`config.mk`:
```
export PLATFORM = sky130hd
export DESIGN_NAME = ip_scheduler_flat
export DESIGN_NICKNAME = d
export VERILOG_FILES = /design/src/rtl/ip_scheduler_pkg.sv /design/src/rtl/ip_scheduler_if.sv /design/src/rtl/ip_scheduler_arb.sv /design/src/rtl/ip_scheduler.sv /design/src/flat_wrapper.sv
export SDC_FILE = /design/constraint.sdc
export NUM_CORES = 1
export LEC_CHECK = 0
export CORE_UTILIZATION = 45
export CTS_BUF_LIST = sky130_fd_sc_hd__clkbuf_8 sky130_fd_sc_hd__clkbuf_16
export DETAILED_ROUTE_END_ITERATION = 10
export HOLD_SLACK_MARGIN = 0.1
export PLACE_DENSITY_LB_ADDON = 0.3
export SYNTH_ARGS = -nofsm -noshare
export SYNTH_HDL_FRONTEND = slang
export SYNTH_SLANG_ARGS = --single-unit
```
`constraint.sdc`:
```
create_clock -name clk -period 3.1 [get_ports clk]
set_input_delay 0.62 -clock clk [delete_from_list [all_inputs] [get_ports clk]]
set_output_delay 0.62 -clock clk [all_outputs]
set_load 0.05 [all_outputs]
```
`src/rtl/ip_scheduler_pkg.sv`:
```
// Shared types and default sizing for the key-switching inner-product scheduler.
// Holds the job geometry, its derived address widths and the FSM state encoding.
package ip_scheduler_pkg;

   localparam int N_DEF  = 1024;
   localparam int L_DEF  = 30;
   localparam int W_DEF  = 30;
   localparam int KW_DEF = $clog2(N_DEF);
   localparam int DW_DEF = $clog2(L_DEF);
   localparam int RW_DEF = KW_DEF + DW_DEF;

   typedef enum logic [2:0] {
      IDLE,
      LOAD,
      MAC,
      DRAIN,
      EMIT,
      FIN
   } state_t;

endpackage

```
`src/rtl/ip_scheduler_if.sv`:
```
// Memory read ports and result stream between the scheduler and its surroundings.
// The master side is the scheduler; the slave side is the memories and the sink.
interface ip_scheduler_if import ip_scheduler_pkg::*; #(
   parameter int N = N_DEF,
   parameter int L = L_DEF,
   parameter int W = W_DEF
) ();

   localparam int KW = $clog2(N);
   localparam int DW = $clog2(L);

   logic             ct_rd;
   logic [KW-1:0]    ct_addr;
   logic [W-1:0]     ct_rdata;
   logic             rlk_rd;
   logic [KW+DW-1:0] rlk_addr;
   logic [W-1:0]     rlk_rdata;
   logic             res_valid;
   logic [KW-1:0]    res_addr;
   logic [W-1:0]     res_data;
   logic             res_ready;

   modport master (
      output ct_rd, ct_addr, input ct_rdata,
      output rlk_rd, rlk_addr, input rlk_rdata,
      output res_valid, res_addr, res_data, input res_ready
   );

   modport slave (
      input ct_rd, ct_addr, output ct_rdata,
      input rlk_rd, rlk_addr, output rlk_rdata,
      input res_valid, res_addr, res_data, output res_ready
   );

endinterface

```
`src/rtl/ip_scheduler_arb.sv`:
```
// Two-way round-robin arbiter: on contention the requester not served last wins.
module rr_arbiter2 (
   input  logic [1:0] req,
   input  logic       last_served,
   output logic [1:0] grant
);

   always_comb begin
      grant = 2'b00;
      case (req)
         2'b01:   grant = 2'b01;
         2'b10:   grant = 2'b10;
         2'b11:   grant = last_served ? 2'b01 : 2'b10;
         default: grant = 2'b00;
      endcase
   end

endmodule

```
`src/rtl/ip_scheduler.sv`:
```
// Shares one digit-serial inner-product engine between two requesters.
// Each coefficient: read ct, walk L key digits adding those selected by ct bits, emit.
module ip_scheduler import ip_scheduler_pkg::*; #(
   parameter int N = N_DEF,
   parameter int L = L_DEF,
   parameter int W = W_DEF
) (
   input  logic           clk,
   input  logic           reset,
   input  logic [1:0]     req,
   output logic [1:0]     grant,
   output logic [1:0]     done,
   output logic           busy,
   ip_scheduler_if.master mem
);

   localparam int KW = $clog2(N);
   localparam int DW = $clog2(L);
   localparam logic [KW-1:0] K_LAST = KW'(N - 1);
   localparam logic [DW-1:0] D_LAST = DW'(L - 1);

   state_t        state;
   logic [KW-1:0] k;
   logic [DW-1:0] d;
   logic [DW-1:0] d_prev;
   logic          owner;
   logic          last_served;
   logic [1:0]    arb_grant;
   logic [W-1:0]  ct_reg;
   logic [W-1:0]  acc;
   logic          ct_cap;
   logic          mac_pend;

   rr_arbiter2 u_arb (
      .req         (req),
      .last_served (last_served),
      .grant       (arb_grant)
   );

   // Control FSM; every strobe is registered on the transition into its state.
   always_ff @(posedge clk) begin
      if (reset) begin
         state         <= IDLE;
         grant         <= '0;
         done          <= '0;
         busy          <= 1'b0;
         mem.ct_rd     <= 1'b0;
         mem.rlk_rd    <= 1'b0;
         mem.res_valid <= 1'b0;
         k             <= '0;
         d             <= '0;
         owner         <= 1'b0;
         last_served   <= 1'b1;
      end else begin
         case (state)
            IDLE: begin
               if (req != 2'b00) begin
                  grant     <= arb_grant;
                  owner     <= arb_grant[1];
                  busy      <= 1'b1;
                  mem.ct_rd <= 1'b1;
                  k         <= '0;
                  state     <= LOAD;
               end
            end
            LOAD: begin
               mem.ct_rd  <= 1'b0;
               mem.rlk_rd <= 1'b1;
               d          <= '0;
               state      <= MAC;
            end
            MAC: begin
               if (d == D_LAST) begin
                  mem.rlk_rd <= 1'b0;
                  d          <= '0;
                  state      <= DRAIN;
               end else begin
                  d <= d + 1'b1;
               end
            end
            DRAIN: begin
               mem.res_valid <= 1'b1;
               state         <= EMIT;
            end
            EMIT: begin
               if (mem.res_ready) begin
                  mem.res_valid <= 1'b0;
                  if (k == K_LAST) begin
                     k           <= '0;
                     done[owner] <= 1'b1;
                     state       <= FIN;
                  end else begin
                     k         <= k + 1'b1;
                     mem.ct_rd <= 1'b1;
                     state     <= LOAD;
                  end
               end
            end
            FIN: begin
               done        <= '0;
               grant       <= '0;
               busy        <= 1'b0;
               last_served <= owner;
               state       <= IDLE;
            end
            default: state <= IDLE;
         endcase
      end
   end

   // Read data lands one cycle after each strobe, so the datapath trails the FSM by a cycle.
   always_ff @(posedge clk) begin
      if (reset) begin
         acc      <= '0;
         ct_reg   <= '0;
         ct_cap   <= 1'b0;
         mac_pend <= 1'b0;
         d_prev   <= '0;
      end else begin
         ct_cap   <= mem.ct_rd;
         mac_pend <= mem.rlk_rd;
         d_prev   <= d;
         if (ct_cap) begin
            ct_reg <= mem.ct_rdata;
         end
         if (state == LOAD) begin
            acc <= '0;
         end else if (mac_pend && ct_reg[d_prev]) begin
            acc <= acc + mem.rlk_rdata;
         end
      end
   end

   assign mem.ct_addr  = k;
   assign mem.rlk_addr = {k, d};
   assign mem.res_addr = k;
   assign mem.res_data = acc;

endmodule

```
`src/flat_wrapper.sv`:
```
// flat-port wrapper written by rule: the top's interface ports become plain ports
module ip_scheduler_flat import ip_scheduler_pkg::*;
#(
   parameter int N = N_DEF,
   parameter int L = L_DEF,
   parameter int W = W_DEF
)
  (clk, reset, req, grant, done, busy, mem_ct_rd, mem_ct_addr, mem_ct_rdata, mem_rlk_rd, mem_rlk_addr, mem_rlk_rdata, mem_res_valid, mem_res_addr, mem_res_data, mem_res_ready);
  ip_scheduler_if #(.N(N), .L(L), .W(W)) mem_i ();
  input  logic clk;
  input  logic reset;
  input  logic [1:0] req;
  output logic [1:0] grant;
  output logic [1:0] done;
  output logic busy;
  output wire logic [$bits(mem_i.ct_rd)-1:0] mem_ct_rd;
  output wire logic [$bits(mem_i.ct_addr)-1:0] mem_ct_addr;
  input wire logic [$bits(mem_i.ct_rdata)-1:0] mem_ct_rdata;
  output wire logic [$bits(mem_i.rlk_rd)-1:0] mem_rlk_rd;
  output wire logic [$bits(mem_i.rlk_addr)-1:0] mem_rlk_addr;
  input wire logic [$bits(mem_i.rlk_rdata)-1:0] mem_rlk_rdata;
  output wire logic [$bits(mem_i.res_valid)-1:0] mem_res_valid;
  output wire logic [$bits(mem_i.res_addr)-1:0] mem_res_addr;
  output wire logic [$bits(mem_i.res_data)-1:0] mem_res_data;
  input wire logic [$bits(mem_i.res_ready)-1:0] mem_res_ready;
  assign mem_ct_rd = mem_i.ct_rd;
  assign mem_ct_addr = mem_i.ct_addr;
  assign mem_i.ct_rdata = mem_ct_rdata;
  assign mem_rlk_rd = mem_i.rlk_rd;
  assign mem_rlk_addr = mem_i.rlk_addr;
  assign mem_i.rlk_rdata = mem_rlk_rdata;
  assign mem_res_valid = mem_i.res_valid;
  assign mem_res_addr = mem_i.res_addr;
  assign mem_res_data = mem_i.res_data;
  assign mem_i.res_ready = mem_res_ready;
  ip_scheduler #(.N(N), .L(L), .W(W)) u_core (.clk(clk), .reset(reset), .req(req), .grant(grant), .done(done), .busy(busy), .mem(mem_i));
endmodule
```
==> results.json, run 1 <==
{
  "outcome": "finished with violations",
  "violations": "design-rule violations",
  "ios": 138,
  "period_minus_slack_ns": 3.04,
  "post_cts_buffers": 0,
  "layout_commonest_cell": "clkdlybuf4s50_1",
  "grt_pass1_wl_um": 22500,
  "grt_antenna_before_repair": 0,
  "ir_drop_mv": 0.365,
  "critPathRequiredTime_ns": 3.33,
  "rows": 40,
  "grt_usage_pct": 21.9,
  "r2r_slack_ns": 0.21,
  "fp.dieW_um": 113,
  "core-area_um2": 12000,
  "clk_pin_slew_ns": 0.06,
  "ant_nets": 0,
  "crit_type": "in2reg",
  "synth.avg_cell_area_um2": 8.79,
  "dpl.hpwl_um": 10300,
  "drv_slew": 0,
  "synth_area_um2": 5510,
  "hold_viol": 0,
  "min_path_type": "reg2reg",
  "synthCells": 627,
  "finalClockSkew_ns": 0.00622,
  "timing.hold.ws_ns": 0.478,
  "crit_path_start_kind": "input pin",
  "synth.area.mux_share_pct": 12.8,
  "crit_arrival_ns": 3.27,
  "reg2regPathDepth": 8,
  "wl_um": 13800,
  "drtIter0Drc": 169,
  "vias": 5184,
  "grt_pass1_vias": 4936,
  "slew_headroom_pct": 40.2,
  "routedWlPerCell_um": 14.5,
  "ys_seq_area_share_pct": 34.5,
  "powerDensity_nw_per_um2": 411,
  "cp_max_fo": 4,
  "synth_nets": 725,
  "clk_latency_ns": 0.36,
  "synth-simple-area-share_pct": 18.1,
  "fin_nets": 899,
  "ys_types": 65,
  "synthFlopType": "dfxtp_1",
  "synth-edff-count": 0,
  "tritoncts": "built",
  "layout_common_cells": "clkdlybuf4s50_1 (135), nor2_1 (99), dfxtp_1 (94)",
  "synthArstFlopShare_pct": 0,
  "gp_congestion": 0.890,
  "drive_above_1_share_pct": 13.3,
  "startpoint": "mem_rlk_rdata[14]",
  "worstMarginPinSlew_ns": 0.896,
  "die_area_um2": 12700,
  "synth_compound_area_share_pct": 17.8,
  "synth_adder_area_share_pct": 7.62,
  "cts-root-buf": "clkbuf_16",
  "setup_viol": 0,
  "synth_xor_xnor_area_share_pct": 3.34,
  "endpoint_kind": "flop",
  "area_growth_syn_to_layout_pct": 38.9,
  "ys_warn_count": 0,
  "synth_top_family_by_area": "simple AND/OR/NAND/NOR gates",
  "grt.overflow.total": 0,
  "post-route-period-util_pct": 98.0,
  "htreeDepth": 3,
  "antenna_cells": 0,
  "ys_seq_elements": 95,
  "start_util_pct": 46.1,
  "cts_sinks": 95,
  "place_area_um2": 7320,
  "n_fill_cell": 991,
  "rsz0062_at_grt": "false",
  "port_buffers": 137,
  "crit_end": "u_core.mem.res_data[29]",
  "cts_hold_buf": 0,
  "grt_max_degree": 58,
  "timing.rr.start": "u_core.d_prev[0]",
  "final_util_pct": 64.0,
  "routed_via_density": 5.44,
  "fmax_mhz": 329,
  "clockBufferDepth": 2,
  "cts_buffers": 9,
  "design_area_um2": 7660,
  "reg2reg_to": "u_core.mem.res_data[23]",
  "leakage_nw": 3.21,
  "firstDrtPassIters": 7,
  "cap_violations": 0,
  "drc_errors": 1,
  "die_h_um": 113
}
==> logic make-up after synthesis <==
| group | after synthesis |
|---|---|
| multiplexers | 58 |
| AND/OR/NAND/NOR | 212 |
| AO/OA/AOI/OAI | 151 |
| flip-flops | 95 |
| buffers and inverters | 57 |
| adder cells (fa/ha/maj) | 33 |
| XOR/XNOR | 21 |
==> synthesized netlist by cell type (3+ instances only) <==
| library cell | number | area, um2 |
|---|---|---|
| xor2_1 | 7 | 61.3 |
| a21boi_0 | 3 | 22.5 |
| or3_1 | 6 | 37.5 |
| or2_2 | 4 | 25.0 |
| o21ai_0 | 24 | 120 |
| buf_1 | 6 | 22.5 |
| a21oi_1 | 48 | 240 |
| and3_1 | 13 | 81.3 |
| nor2_1 | 99 | 372 |
| a21o_1 | 18 | 135 |
| clkbuf_1 | 12 | 45.0 |
| nor3_1 | 5 | 25.0 |
| nor3b_1 | 6 | 45.0 |
| nand3b_1 | 3 | 22.5 |
| nand3_1 | 10 | 50.1 |
| nand2_1 | 37 | 139 |
| ha_1 | 32 | 400 |
| a31oi_1 | 9 | 56.3 |
| buf_6 | 4 | 45.0 |
| nor2b_1 | 11 | 68.8 |
| mux2i_1 | 49 | 490 |
| o211ai_1 | 5 | 37.5 |
| mux4_1 | 4 | 105 |
| mux4_2 | 5 | 113 |
| nand4_1 | 3 | 18.8 |
| o21bai_1 | 5 | 37.5 |
| a211oi_1 | 11 | 82.6 |
| dfxtp_1 | 95 | 1900 |
| nand2b_1 | 5 | 31.3 |
| inv_1 | 12 | 45.0 |
| xnor2_1 | 14 | 123 |
| buf_4 | 21 | 158 |
==> power breakdown <==
part / leakage [nW] / switching, mW / internal (mW)
logic: 2.29 / 0.325 / 0.310
clock network: 0.149 / 0.500 / 0.628
registers: 0.771 / 0.0953 / 1.29
==> worst min-delay path by stage <==
| stage | startpoint | to | slack [ns] | cells after the start |
|---|---|---|---|---|
| floorplan | u_core.ct_reg[13] | u_core.ct_reg[13] | 0.45 | 2 |
| global placement | u_core.mem.res_data[22] | u_core.mem.res_data[22] | 0.46 | 2 |
| detailed placement | u_core.done[0] | u_core.done[0] | 0.47 | 2 |
| CTS | u_core.grant[1] | u_core.grant[1] | 0.48 | 2 |
| global route | u_core.grant[1] | u_core.grant[1] | 0.50 | 2 |
| finish | u_core.done[0] | u_core.done[0] | 0.48 | 2 |
==> worst max-delay path, stage by stage <==
cell and delay, ns:
clkdlybuf4s50_1 0.42, ha_1 0.35, a21oi_2 0.18, o21ai_0 0.13, a221o_1 0.40, and3_1 0.21
or3b_1 0.37, and3_1 0.20, o311ai_1 0.26, o41ai_1 0.12
==> stage by stage <==
stage	setup slack [ns]	power, mW	std cells	setup TNS [ns]
4_1_cts	0.0160	3.18	953	0
6_report	0.0605	3.15	953	0
3_3_place_gp	-0.370	2.02	937	-2.79
3_5_place_dp	-0.451	2.04	937	-3.32
2_1_floorplan	0.120	1.79	627	0
5_1_grt	0.000870	3.30	953	0
==> final cells by class <==
| class | instances | area (um2) | area share (%) |
|---|---|---|---|
| inverter | 13 | 48.8 | 0.637 |
| sequential | 95 | 1900 | 24.8 |
| clock buffer | 9 | 225 | 2.94 |
| timing repair buffer | 207 | 1890 | 24.7 |
| multi-input combinational | 475 | 3330 | 43.5 |
| tap | 147 | 184 | 2.40 |
| clock inverter | 7 | 71.3 | 0.931 |
==> repair_timing <==
item | 4_1_cts | 5_1_grt
gates resized for setup | 2 | 8
setup endpoints to repair | 2 | 8
gates cloned | 0 | 0
pin swaps | 0 | 1
==> per-layer routing <==
| metal | vias to the layer above | share of wire [%] | wire length [um] | global-route usage, % |
|---|---|---|---|---|
| met3 | 25 | 4.9 | 677 | 3.96 |
| li1 | 2602 | - | - | - |
| met5 | - | 0 | 0 | 0 |
| met4 | 0 | 2.4 | 336 | 10.8 |
| met2 | 149 | 49 | 6790 | 37.7 |
| met1 | 2408 | 44 | 6040 | 26.5 |
Power figures use the tool's default switching activity.
==> run 2: changes to the inputs <==
--- a/config.mk
+++ b/config.mk
@@ -5,6 +5,8 @@
 export SDC_FILE = /design/constraint.sdc
 export NUM_CORES = 1
 export LEC_CHECK = 0
+export ABC_CLOCK_PERIOD_IN_PS = 3100
+export CAP_MARGIN = 20
 export CORE_UTILIZATION = 45
 export CTS_BUF_LIST = sky130_fd_sc_hd__clkbuf_8 sky130_fd_sc_hd__clkbuf_16
 export DETAILED_ROUTE_END_ITERATION = 10
==> results of run 2 <==
The final DEF is identical to that of run 1; final timing and power are the same.
